**src/rtl/phase_accumulator_if.sv**
```systemverilog
// Phase accumulator to waveform ROM address bus: phase address with valid/ready
// handshake plus the end-of-period strobe.
interface phase_accumulator_if #(
  parameter int ADDR_W = 10
);
  logic [ADDR_W-1:0] addr_out;
  logic              addr_valid;
  logic              addr_ready;
  logic              wrap_pulse;

  modport master (
    output addr_out,
    output addr_valid,
    output wrap_pulse,
    input  addr_ready
  );

  modport slave (
    input  addr_out,
    input  addr_valid,
    input  wrap_pulse,
    output addr_ready
  );
endinterface

```
**src/rtl/phase_accumulator.sv**
```systemverilog
// DDS-style phase accumulator feeding a waveform ROM through a valid/ready bus.
// Optional completed-period counter (cycle_count) built only when WRAP_COUNTER_EN is defined.
module phase_accumulator #(
  parameter int ADDR_W = 10,
  parameter int CNT_W  = 16
) (
  input  logic              clk,
  input  logic              rst_n,
  input  logic              en,
  input  logic [ADDR_W-1:0] phase_step,
  input  logic              sync_clr,
  output logic [ADDR_W-1:0] step_active,
  phase_accumulator_if.master rom_bus
`ifdef WRAP_COUNTER_EN
  ,
  output logic [CNT_W-1:0]  cycle_count
`endif
);

  if (ADDR_W < 2) begin : g_bad_addr_w
    $error("phase_accumulator: ADDR_W must be at least 2");
  end
  if (CNT_W < 1) begin : g_bad_cnt_w
    $error("phase_accumulator: CNT_W must be at least 1");
  end

  typedef enum logic {
    IDLE = 1'b0,
    RUN  = 1'b1
  } state_t;

  localparam logic [ADDR_W-1:0] STEP_ONE = ADDR_W'(1);

  state_t            state_reg;
  logic [ADDR_W-1:0] phase_reg;
  logic [ADDR_W-1:0] step_reg;
  logic              valid_reg;
  logic              wrap_reg;
`ifdef WRAP_COUNTER_EN
  logic [CNT_W-1:0]  count_reg;
`endif

  logic [ADDR_W-1:0] step_load;
  logic [ADDR_W:0]   sum_next;
  logic              carry_next;

  // A zero increment would stall the phase forever, so it is promoted to 1.
  always_comb begin
    step_load  = (phase_step == '0) ? STEP_ONE : phase_step;
    sum_next   = {1'b0, phase_reg} + {1'b0, step_reg};
    carry_next = sum_next[ADDR_W];
  end

  always_ff @(posedge clk or negedge rst_n) begin
    if (!rst_n) begin
      state_reg <= IDLE;
      phase_reg <= '0;
      step_reg  <= STEP_ONE;
      valid_reg <= 1'b0;
      wrap_reg  <= 1'b0;
`ifdef WRAP_COUNTER_EN
      count_reg <= '0;
`endif
    end else begin
      wrap_reg <= 1'b0;
      case (state_reg)
        IDLE: begin
          if (sync_clr) begin
            phase_reg <= '0;
            step_reg  <= step_load;
`ifdef WRAP_COUNTER_EN
            count_reg <= '0;
`endif
          end
          if (en) begin
            state_reg <= RUN;
            valid_reg <= 1'b1;
            step_reg  <= step_load;
          end
        end
        RUN: begin
          // sync_clr beats a handshake; en low freezes the phase on the exit edge.
          if (sync_clr) begin
            phase_reg <= '0;
            step_reg  <= step_load;
`ifdef WRAP_COUNTER_EN
            count_reg <= '0;
`endif
          end else if (en && rom_bus.addr_ready) begin
            phase_reg <= sum_next[ADDR_W-1:0];
            if (carry_next) begin
              wrap_reg <= 1'b1;
              step_reg <= step_load;
`ifdef WRAP_COUNTER_EN
              count_reg <= count_reg + CNT_W'(1);
`endif
            end
          end
          if (!en) begin
            state_reg <= IDLE;
            valid_reg <= 1'b0;
          end
        end
        default: begin
          state_reg <= IDLE;
          valid_reg <= 1'b0;
        end
      endcase
    end
  end

  assign rom_bus.addr_out   = phase_reg;
  assign rom_bus.addr_valid = valid_reg;
  assign rom_bus.wrap_pulse = wrap_reg;
  assign step_active        = step_reg;
`ifdef WRAP_COUNTER_EN
  assign cycle_count        = count_reg;
`endif

endmodule

```
**src/flat_wrapper.sv**
```systemverilog
// flat-port wrapper written by rule: the top's interface ports become plain ports
module phase_accumulator_flat 
#(
  parameter int ADDR_W = 10,
  parameter int CNT_W  = 16
)
  (clk, rst_n, en, phase_step, sync_clr, step_active, rom_bus_addr_out, rom_bus_addr_valid, rom_bus_wrap_pulse, rom_bus_addr_ready);
  phase_accumulator_if #(.ADDR_W(ADDR_W)) rom_bus_i ();
  input  logic clk;
  input  logic rst_n;
  input  logic en;
  input  logic [ADDR_W-1:0] phase_step;
  input  logic sync_clr;
  output logic [ADDR_W-1:0] step_active;
  output wire logic [$bits(rom_bus_i.addr_out)-1:0] rom_bus_addr_out;
  output wire logic [$bits(rom_bus_i.addr_valid)-1:0] rom_bus_addr_valid;
  output wire logic [$bits(rom_bus_i.wrap_pulse)-1:0] rom_bus_wrap_pulse;
  input wire logic [$bits(rom_bus_i.addr_ready)-1:0] rom_bus_addr_ready;
  assign rom_bus_addr_out = rom_bus_i.addr_out;
  assign rom_bus_addr_valid = rom_bus_i.addr_valid;
  assign rom_bus_wrap_pulse = rom_bus_i.wrap_pulse;
  assign rom_bus_i.addr_ready = rom_bus_addr_ready;
  phase_accumulator #(.ADDR_W(ADDR_W), .CNT_W(CNT_W)) u_core (.clk(clk), .rst_n(rst_n), .en(en), .phase_step(phase_step), .sync_clr(sync_clr), .step_active(step_active), .rom_bus(rom_bus_i));
endmodule
```
**config.mk**
```make
export PLATFORM = sky130hd
export DESIGN_NAME = phase_accumulator_flat
export DESIGN_NICKNAME = d
export VERILOG_FILES = /design/src/rtl/phase_accumulator_if.sv /design/src/rtl/phase_accumulator.sv /design/src/flat_wrapper.sv
export SDC_FILE = /design/constraint.sdc
export NUM_CORES = 1
export LEC_CHECK = 0
export BUFFER_PORTS_ARGS = -buffer_cell sky130_fd_sc_hd__clkbuf_2
export CAP_MARGIN = 40
export CORE_MARGIN = 3
export CORE_UTILIZATION = 35
export DETAILED_ROUTE_END_ITERATION = 10
export HOLD_SLACK_MARGIN = 0.08
export SYNTH_ARGS = -nofsm -noshare
export SYNTH_HDL_FRONTEND = slang
export SYNTH_SLANG_ARGS = --single-unit
```
**constraint.sdc**
```tcl
create_clock -name clk -period 6.6 [get_ports clk]
set_clock_uncertainty 0.2 [all_clocks]
set_input_delay 0.33 -clock clk [delete_from_list [all_inputs] [get_ports clk]]
set_output_delay 0.33 -clock clk [all_outputs]
set_load 0.01 [all_outputs]
```
==> flow_metrics.env, run 1 <==
export IMPL_synth_cell_types=32
export IMPL_wl_met2_um=1420
export IMPL_rows=21
export IMPL_place_ws_ns=3.95
export IMPL_ios=37
export IMPL_leakage_nw=0.799
export IMPL_wl_per_cell_um=14.2
export IMPL_drc=0
export IMPL_tritoncts="yes"
export IMPL_vias=1126
export IMPL_synth_seq_cells=23
export IMPL_slew_viol_final=0
export IMPL_hp_class="in2reg"
export IMPL_synth_fp_nets=153
export IMPL_htreeDepth=1
export IMPL_hold_path_depth=2
export IMPL_fin_crit_sh_pct=40.8
export IMPL_drtAntennaViolNets=0
export IMPL_fp_dieArea_um2=4500
export IMPL_top_layer="met4"
export IMPL_synth_seq_area_share_pct=44.2
export IMPL_drt_wl_total_um=3020
export IMPL_coreArea_um2=3470
export IMPL_fin_tns_setup_ns=0
export IMPL_worstSetupPathType="reg2reg"
export IMPL_dp_hpwl_um=2300
export IMPL_grt_pass1_vias=1060
export IMPL_viasPerCell=5.29
export IMPL_place_gp_congestion=0.883
export IMPL_required_ns=6.55
export IMPL_cap_violations=0
export IMPL_grt_overflow_total=0
export IMPL_fillCellCount=346
export IMPL_start_kind="register"
export IMPL_arrival_ns=2.65
export IMPL_multiInputGateArea_um2=709
export IMPL_grt_usage_pct=15.2
export IMPL_final_cell_mix="clkbuf_2 (36), dfrtp_1 (22), nand2_1 (18)"
export IMPL_worstPathMaxFanout=10
export IMPL_netlist_instances=127
export IMPL_hold_ws_ns=0.108
export IMPL_rsz0062_at_grt="false"
export IMPL_mostFrequentLayoutCell="clkbuf_2"
export IMPL_post_cts_buffers=0
export IMPL_synth_edff_count=0
export IMPL_grt_pass1_wl_um=5150
export IMPL_status="completed"
export IMPL_setup_ws_ns=3.91
export IMPL_path_clk_slew_ns=0.08
export IMPL_fp_dieW_um=67.1
export IMPL_wl_met1_um=1410
export IMPL_fin_crit_ns=2.69
export IMPL_ff2ff_path_depth=7
export IMPL_avgSynthCellArea_um2=10.3
export IMPL_wl_met3_um=175
export IMPL_end_kind="register"
export IMPL_clock_sinks=23
export IMPL_syn_area_um2=1310
export IMPL_setup_viol=0
export IMPL_fmax_mhz=372
export IMPL_final_util_pct=46.1
export IMPL_port_buffers=36
export IMPL_grt_max_degree=24
export IMPL_final_net_count=194
export IMPL_ys_flop_type="dfrtp_1"
export IMPL_first_iter_violations=116
export IMPL_insertion_delay_ns=0.27
export IMPL_seq_area_um2=577
export IMPL_finalHoldViolations=0
export IMPL_cts_buffers=3
export IMPL_antennaDiodeCount=0
export IMPL_root_buffer="clkbuf_8"
export IMPL_cts_max_path_buffers=2
export IMPL_async_flop_share_pct=100
export IMPL_initial_core_util_pct=37.6
export IMPL_antenna_found_initial=0
export IMPL_power_density_nw_per_um2=223
export IMPL_yosysWarnings=0
export IMPL_layout_drive_gt1_share_pct=31.7
export IMPL_slew_headroom_pct=61.9
export IMPL_syn_to_final_growth_pct=22.6
export IMPL_drtPass1Iterations=4
export IMPL_ir_worst_vdd_mv=0.158
export IMPL_worstMarginPinSlew_ns=0.572
export IMPL_die_height_um=67.1
==> per-layer routing <==
metal / global-route usage [%] / vias up
li1: - / 546
met1: 20.8 / 542
met2: 23.8 / 34
met3: 4.22 / 4
met4: 3.29 / 0
met5: 0 / -
==> power by group <==
part           internal, W   total, W  switching (W)
Sequential        0.000155   0.000168      0.0000136
Combinational    0.0000447   0.000100      0.0000554
Clock            0.0000431  0.0000884      0.0000453
Total             0.000243   0.000357       0.000114
==> metrics by stage <==
step,area [um2],cells,power [W]
final,1600,213,0.000357
after global routing,1600,213,0.000383
after CTS,1600,213,0.000361
after detailed placement,1540,207,0.000270
after global placement,1540,207,0.000269
after floorplan,1310,127,0.000234
==> critical path: stages, from the launching register on <==
cell and delay, ns:
dfrtp_1 0.41, ha_1 0.23, fa_1 0.42, a21o_1 0.20, a31oi_1 0.26, nor2_2 0.12
a31oi_4 0.37, mux2_2 0.38
==> path summary, 6_finish.rpt <==
check | end | from | slack [ns]
min in group asynchronous | u_core.state_reg | rst_n | 0.38
hold / removal | u_core.step_active[6] | phase_step[6] | 0.11
hold reg to reg | u_core.step_active[0] | u_core.step_active[0] | 0.29
setup / recovery | u_core.step_active[1] | u_core.rom_bus.addr_out[0] | 3.91
setup reg to reg | u_core.step_active[1] | u_core.rom_bus.addr_out[0] | 3.91
max in group asynchronous | u_core.step_active[0] | rst_n | 5.43
==> Yosys cell counts (all sizes together) (2+ instances only) <==
| master | n | share of area, % |
|---|---|---|
| ha | 10 | 9.6 |
| nand3 | 6 | 2.3 |
| a21oi | 11 | 4.2 |
| mux2i | 2 | 1.5 |
| inv | 3 | 0.86 |
| nor3 | 2 | 0.77 |
| dfrtp | 22 | 42 |
| a21o | 3 | 1.7 |
| nand2 | 18 | 5.2 |
| xnor2 | 3 | 2.0 |
| xor2 | 3 | 2.0 |
| and3 | 3 | 1.4 |
| nor2 | 8 | 2.5 |
| a31oi | 5 | 3.5 |
| o21ai | 4 | 1.5 |
| clkbuf | 2 | 0.58 |
| mux2 | 9 | 7.8 |
==> kinds of logic after synthesis <==
kind of cell | count (synthesis) | share of synthesized area [%]
muxes | 11 | 9.30
adders and majority gates | 11 | 11.1
and+or+nand+nor | 40 | 13.7
xor gates and xnor gates | 6 | 4.03
AOI/OAI and AO/OA | 31 | 16.2
buffers and inverters | 5 | 1.44
DFF | 23 | 44.2
==> cell type report <==
class                   instances  area share, %
well taps                      46           3.60
repair buffers                 38           12.5
multi-input cells              99           44.3
inverters                       3          0.704
flip-flops and latches         23           36.0
clock buffers                   4           2.81
==> what timing repair did <==
action,4_1_cts,5_1_grt
gates resized for setup,0,0
endpoints found under the hold margin,23,0
hold buffers,2,0
Note: power is estimated with default switching activity, not from simulation.
==> inputs of run 2 (changes only) <==
==> constraint.sdc (replaced) <==
create_clock -name clk -period 2.2 [get_ports clk]
set_clock_uncertainty 0.2 [all_clocks]
set_input_delay 0.11 -clock clk [delete_from_list [all_inputs] [get_ports clk]]
set_output_delay 0.11 -clock clk [all_outputs]
set_load 0.01 [all_outputs]
==> run 2 against run 1 <==
  * The run now ends with negative setup slack left
  * Sequential power increased to 3.0 times the previous value
  * Die area unchanged
  * Combinational power rose to 4.2 times the previous value
  * Sequential share of layout area is 6.4 points lower
  * Global-route usage grew 1.0 points
  * Utilization grew 10 points
  * Final cell count increased by 14%
  * Critical path type unchanged
  * Critical endpoint unchanged
==> flow_metrics.env, run 2 (same netlist as run 1, synthesis figures left out) <==
export IMPL_fmax_mhz=438
export IMPL_grt_pass1_wl_um=5530
export IMPL_rows=21
export IMPL_antennaDiodeCount=0
export IMPL_coreArea_um2=3470
export IMPL_slew_viol_final=0
export IMPL_regToRegSetupSlack_ns=-0.08
export IMPL_initial_core_util_pct=37.6
export IMPL_combPwrFrac_pct=35.4
export IMPL_cts_max_path_buffers=2
export IMPL_cap_violations=0
export IMPL_wl_per_cell_um=14.0
export IMPL_final_cell_mix="clkbuf_2 (36), dfrtp_1 (21), nand2_1 (18)"
export IMPL_violations="negative setup slack"
export IMPL_drc=0
export IMPL_r2r_end="u_core.step_active[1]"
export IMPL_worstPathMaxFanout=10
export IMPL_drtAntennaViolNets=0
export IMPL_path_clk_slew_ns=0.08
export IMPL_setup_ws_ns=-0.0850
export IMPL_ir_worst_vdd_mv=0.460
export IMPL_final_net_count=224
export IMPL_hold_path_depth=5
export IMPL_hold_ws_ns=0.148
export IMPL_power_frac_seq_pct=42.5
export IMPL_htreeDepth=1
export IMPL_power_density_nw_per_um2=610
export IMPL_die_height_um=67.1
export IMPL_fin_crit_sh_pct=104
export IMPL_syn_to_final_growth_pct=49.5
export IMPL_first_iter_violations=55
export IMPL_required_ns=2.15
export IMPL_tritoncts="yes"
export IMPL_seq_area_um2=578
export IMPL_leakage_nw=0.983
export IMPL_drtPass1Iterations=4
export IMPL_multiInputGateArea_um2=788
export IMPL_hold_end="u_core.rom_bus.addr_out[4]"
export IMPL_fin_tns_setup_ns=-0.763
export IMPL_layout_drive_gt1_share_pct=40.1
export IMPL_worstMarginPinSlew_ns=0.566
export IMPL_worst_path_max_delay_cell="dfrtp_1"
export IMPL_critical_path_max_stage_delay_ns=0.39
export IMPL_grt_overflow_total=0
export IMPL_drt_wl_total_um=3410
export IMPL_ios=37
export IMPL_fillCellCount=342
export IMPL_switching_share_pct=31.4
export IMPL_final_cell_count_no_fill=243
export IMPL_antenna_found_initial=0
export IMPL_critical_path_most_common_cell="a31oi_4"
export IMPL_switching_power_w=0.000374
export IMPL_fin_crit_ns=2.28
export IMPL_viasPerCell=5.08
export IMPL_end_kind="register"
export IMPL_r2r_start="u_core.rom_bus.addr_out[0]"
export IMPL_vias=1235
export IMPL_hp_class="in2reg"
export IMPL_fp_dieW_um=67.1
export IMPL_dp_hpwl_um=2640
export IMPL_root_buffer="clkbuf_8"
export IMPL_clock_sinks=23
export IMPL_cp_cell_sequence="ha_2 > fa_2 > a21o_1 > a31oi_4 > nor2_2 > a31oi_4 > buf_12 > mux2_4"
export IMPL_slew_headroom_pct=62.3
export IMPL_fp_dieArea_um2=4500
export IMPL_finalHoldViolations=0
export IMPL_hold_start="rom_bus_addr_ready"
export IMPL_arrival_ns=2.24
export IMPL_status="finished, violations left"
export IMPL_insertion_delay_ns=0.26
export IMPL_final_util_pct=56.2
export IMPL_worstSetupPathType="reg2reg"
export IMPL_start_kind="register"
export IMPL_port_buffers=36
export IMPL_grt_usage_pct=16.2
export IMPL_cts_buffers=3
export IMPL_clkPwrFrac_pct=22.1
export IMPL_rsz0062_at_grt="true"
export IMPL_mostFrequentLayoutCell="clkbuf_2"
export IMPL_internal_power_w=0.000815
export IMPL_dpl_cell_count=224
export IMPL_ff2ff_path_depth=8
export IMPL_place_gp_congestion=0.943
export IMPL_grt_pass1_vias=1174
export IMPL_setup_viol=10
export IMPL_grt_max_degree=24
run 2: cell count changes in the layout (fill, tap and decap cells not counted), moves of 2 or more:
cell           before  now
mux2_4              0    9
mux2_2              9    0
ha_1               10    7
ha_4                0    2
buf_4               0   17
dlygate4sd3_1       2   13
run 2: layer usage:
| layer | global-route usage [%] | wire length, um | part of all wire, % | vias up |
|---|---|---|---|---|
| li1 | - | - | - | 611 |
| met1 | 21.6 | 1580 | 46 | 569 |
| met2 | 26.1 | 1590 | 47 | 49 |
| met3 | 4.55 | 185 | 5.4 | 6 |
| met4 | 3.29 | 52 | 1.5 | 0 |
| met5 | 0 | 0 | 0 | - |
run 2: critical path, delay by kind of cell, from the launching register on:
kind | cells | cell delay (ns)
adders and majority gates | 2 | 0.54
and+or+nand+nor | 1 | 0.07
muxes | 1 | 0.30
buffers and inverters | 1 | 0.17
DFF | 1 | 0.39
AOI/OAI and AO/OA | 3 | 0.51
run 2: layout make-up:
cell class              instances  share of cell area, %
clock inverters                 1                  0.257
clock buffers                   3                   2.12
multi-input cells              99                   40.4
inverters                       3                  0.577
flip-flops and latches         23                   29.6
repair buffers                 68                   24.1
well taps                      46                   2.95
run 2: timing repair:
item,4_1_cts,5_1_grt
hold endpoints to repair,41,0
hold buffers,13,0
setup endpoints to repair,9,12
resized for setup,0,5
pin swaps,0,5
setup buffers,0,2
run 2: how the worst max path moves through the flow:
stage                                          start               endpoint  slack [ns]
final                     u_core.rom_bus.addr_out[0]  u_core.step_active[1]       -0.08
after CTS                 u_core.rom_bus.addr_out[0]  u_core.step_active[1]        -0.1
after global routing      u_core.rom_bus.addr_out[0]  u_core.step_active[1]       -0.17
after global placement    u_core.rom_bus.addr_out[0]  u_core.step_active[3]       -0.04
after floorplan           u_core.rom_bus.addr_out[0]  u_core.step_active[1]       -0.18
after detailed placement  u_core.rom_bus.addr_out[0]  u_core.step_active[1]       -0.09
run 2: power by group through the flow:
stage	registers [W]	clock network [W]	logic, W
after floorplan	0.000525	0	0.000205
after global placement	0.000511	0	0.000375
after detailed placement	0.000512	0	0.000381
after CTS	0.000505	0.000269	0.000401
after global routing	0.000513	0.000290	0.000460
final	0.000506	0.000263	0.000420
run 2: through the flow:
step / instance area (um2) / total power (W) / worst slack (ns)
floorplan: 1360 / 0.000730 / -0.177
detailed placement: 1730 / 0.000893 / -0.0894
finish: 1950 / 0.00119 / -0.0850
global placement: 1730 / 0.000886 / -0.0399
global route: 1950 / 0.00126 / -0.172
CTS: 1910 / 0.00118 / -0.0953
==> inputs of run 3 (changes only) <==
--- a/config.mk
+++ b/config.mk
@@ -8,9 +8,10 @@
 export BUFFER_PORTS_ARGS = -buffer_cell sky130_fd_sc_hd__clkbuf_2
 export CAP_MARGIN = 40
 export CORE_MARGIN = 3
-export CORE_UTILIZATION = 35
+export CORE_UTILIZATION = 45
 export DETAILED_ROUTE_END_ITERATION = 10
 export HOLD_SLACK_MARGIN = 0.08
+export PLACE_DENSITY = 0.73
 export SYNTH_ARGS = -nofsm -noshare
 export SYNTH_HDL_FRONTEND = slang
 export SYNTH_SLANG_ARGS = --single-unit
==> run 3 against run 2 <==
  * The run still ends with negative setup slack left
  * Fmax shrank 2.0%
  * Register-to-register slack worse by 0.05 ns
  * Sequential share of layout area grew 0.52 points
  * Critical path depth is the same
  * Sequential cell count stayed put
  * Combinational power grew 1%
  * Sequential power is essentially flat
  * Global-route usage increased by 4.8 points
  * Die area shrank 20%
  * Utilization is 17 points higher
  * Worst hold slack worse by 0.058 ns
==> flow_metrics.env, run 3 (same netlist as run 1, synthesis figures left out) <==
export IMPL_final_net_count=225
export IMPL_mostFrequentLayoutCell="clkbuf_2"
export IMPL_drtPass1Iterations=4
export IMPL_clock_sinks=23
export IMPL_fmax_mhz=429
export IMPL_power_density_nw_per_um2=593
export IMPL_tritoncts="yes"
export IMPL_worstSetupPathType="reg2reg"
export IMPL_worstPathMaxFanout=10
export IMPL_internal_power_w=0.000758
export IMPL_grt_overflow_total=0
export IMPL_insertion_delay_ns=0.32
export IMPL_required_ns=2.21
export IMPL_layout_drive_gt1_share_pct=38.9
export IMPL_power_frac_seq_pct=44.5
export IMPL_hp_class="in2async"
export IMPL_arrival_ns=2.34
export IMPL_grt_max_degree=24
export IMPL_initial_core_util_pct=50.0
export IMPL_cap_violations=0
export IMPL_setup_ws_ns=-0.132
export IMPL_grt_use_met3_pct=4.10
export IMPL_drtAntennaViolNets=0
export IMPL_grt_usage_pct=21.0
export IMPL_place_ws_ns=-0.0904
export IMPL_cts_max_path_buffers=2
export IMPL_ir_worst_vdd_mv=0.453
export IMPL_vias=1301
export IMPL_leakage_nw=0.978
export IMPL_cp_cell_sequence="ha_2 > fa_2 > a21o_1 > a31oi_4 > nor2_2 > a31oi_4 > buf_12 > mux2_4"
export IMPL_path_clk_slew_ns=0.13
export IMPL_dp_hpwl_um=2600
export IMPL_grt_pass1_vias=1216
export IMPL_fin_crit_ns=2.33
export IMPL_viasPerCell=5.71
export IMPL_worstMarginPinSlew_ns=0.564
export IMPL_cpLargestDelayFamily="adder cells"
export IMPL_use_met2_pct=35.2
export IMPL_critical_path_most_common_cell="a31oi_4"
export IMPL_first_iter_violations=51
export IMPL_start_kind="register"
export IMPL_cts_buffers=3
export IMPL_htreeDepth=1
export IMPL_violations="negative setup slack"
export IMPL_busiest_layer="met2"
export IMPL_finalHoldViolations=0
export IMPL_antenna_found_initial=0
export IMPL_fp_dieW_um=59.9
export IMPL_antennaDiodeCount=0
export IMPL_combPwrFrac_pct=37.4
export IMPL_die_height_um=59.9
export IMPL_coreArea_um2=2610
export IMPL_final_cell_mix="clkbuf_2 (36), dfrtp_1 (22), nand2_1 (18)"
export IMPL_syn_to_final_growth_pct=46.6
export IMPL_grt_use_met1_pct=27.2
export IMPL_switching_share_pct=33.2
export IMPL_wl_per_cell_um=16.0
export IMPL_critical_path_max_stage_delay_ns=0.41
export IMPL_root_buffer="clkbuf_4"
export IMPL_drc=0
export IMPL_drt_wl_total_um=3640
export IMPL_fillCellCount=177
export IMPL_rows=18
export IMPL_port_buffers=36
export IMPL_fp_dieArea_um2=3580
export IMPL_rsz0062_at_grt="true"
export IMPL_slew_viol_final=0
export IMPL_grt_pass1_wl_um=5670
export IMPL_hold_ws_ns=0.0902
export IMPL_setup_viol=9
export IMPL_clkPwrFrac_pct=18.1
export IMPL_end_kind="register"
export IMPL_fin_crit_sh_pct=106
export IMPL_worst_path_max_delay_cell="dfrtp_1"
export IMPL_slew_headroom_pct=62.4
export IMPL_status="finished, violations left"
export IMPL_switching_power_w=0.000377
export IMPL_ios=37
export IMPL_path_buf_inv=1
export IMPL_place_gp_congestion=0.894
## run 3: cell types whose count changed in the layout (fill, tap and decap cells not counted), sizes merged
| cell | previous run | this run |
|---|---|---|
| dlygate4sd3 | 13 | 14 |
| clkbuf | 39 | 40 |
| clkinv | 1 | 0 |
## run 3: routing by layer
metal  vias up  routed length (um)
met4         0                  99
met3        15                 247
met2        66                1860
met5         -                   0
li1        611                   -
met1       609                1440
## run 3: power by group through the flow
stage	Clock [W]	Sequential [W]	Combinational [W]
after floorplan	0	0.000525	0.000205
after global placement	0	0.000511	0.000370
after detailed placement	0	0.000511	0.000382
after CTS	0.000213	0.000504	0.000402
after global routing	0.000224	0.000510	0.000463
final	0.000205	0.000505	0.000425
## run 3: cell type report
class	instances	area, um2	area share, %
Sequential cell	23	577	30.2
Inverter	3	11.3	0.589
Timing Repair Buffer	69	483	25.2
Tap cell	30	37.5	1.96
Multi-Input combinational cell	99	778	40.7
Clock buffer	4	26.3	1.37
## run 3: what timing repair did
item | 4_1_cts | 5_1_grt
pin swaps | 0 | 1
hold endpoints to repair | 44 | 0
resized for setup | 0 | 4
setup buffers | 0 | 3
setup endpoints to repair | 9 | 13
hold buffers | 14 | 0
## run 3: final timing paths
kind | start | to | slack, ns | cells past startpoint
setup / recovery | u_core.rom_bus.addr_out[0] | u_core.step_active[4] | -0.13 | 8
hold / removal | rst_n | u_core.rom_bus.addr_valid | 0.09 | 2
setup reg to reg | u_core.rom_bus.addr_out[0] | u_core.step_active[4] | -0.13 | 8
hold reg to reg | u_core.rom_bus.addr_valid | u_core.rom_bus.addr_valid | 0.34 | 2
max in group asynchronous | rst_n | u_core.step_active[0] | 1.32 | 2
min in group clk | u_core.rom_bus.addr_valid | u_core.rom_bus.addr_valid | 0.34 | 2
## run 3: stage by stage
step           area [um2]  power, W  instances  TNS [ns]  util (%)
2_1_floorplan        1360  0.000730        127     -1.61         -
3_3_place_gp         1710  0.000880        207    -0.355      65.3
3_5_place_dp         1710  0.000893        207    -0.727      65.3
4_1_cts              1870   0.00112        225    -0.879      71.6
5_1_grt              1910   0.00120        228     -1.87      73.2
6_report             1910   0.00113        228     -1.00      73.2
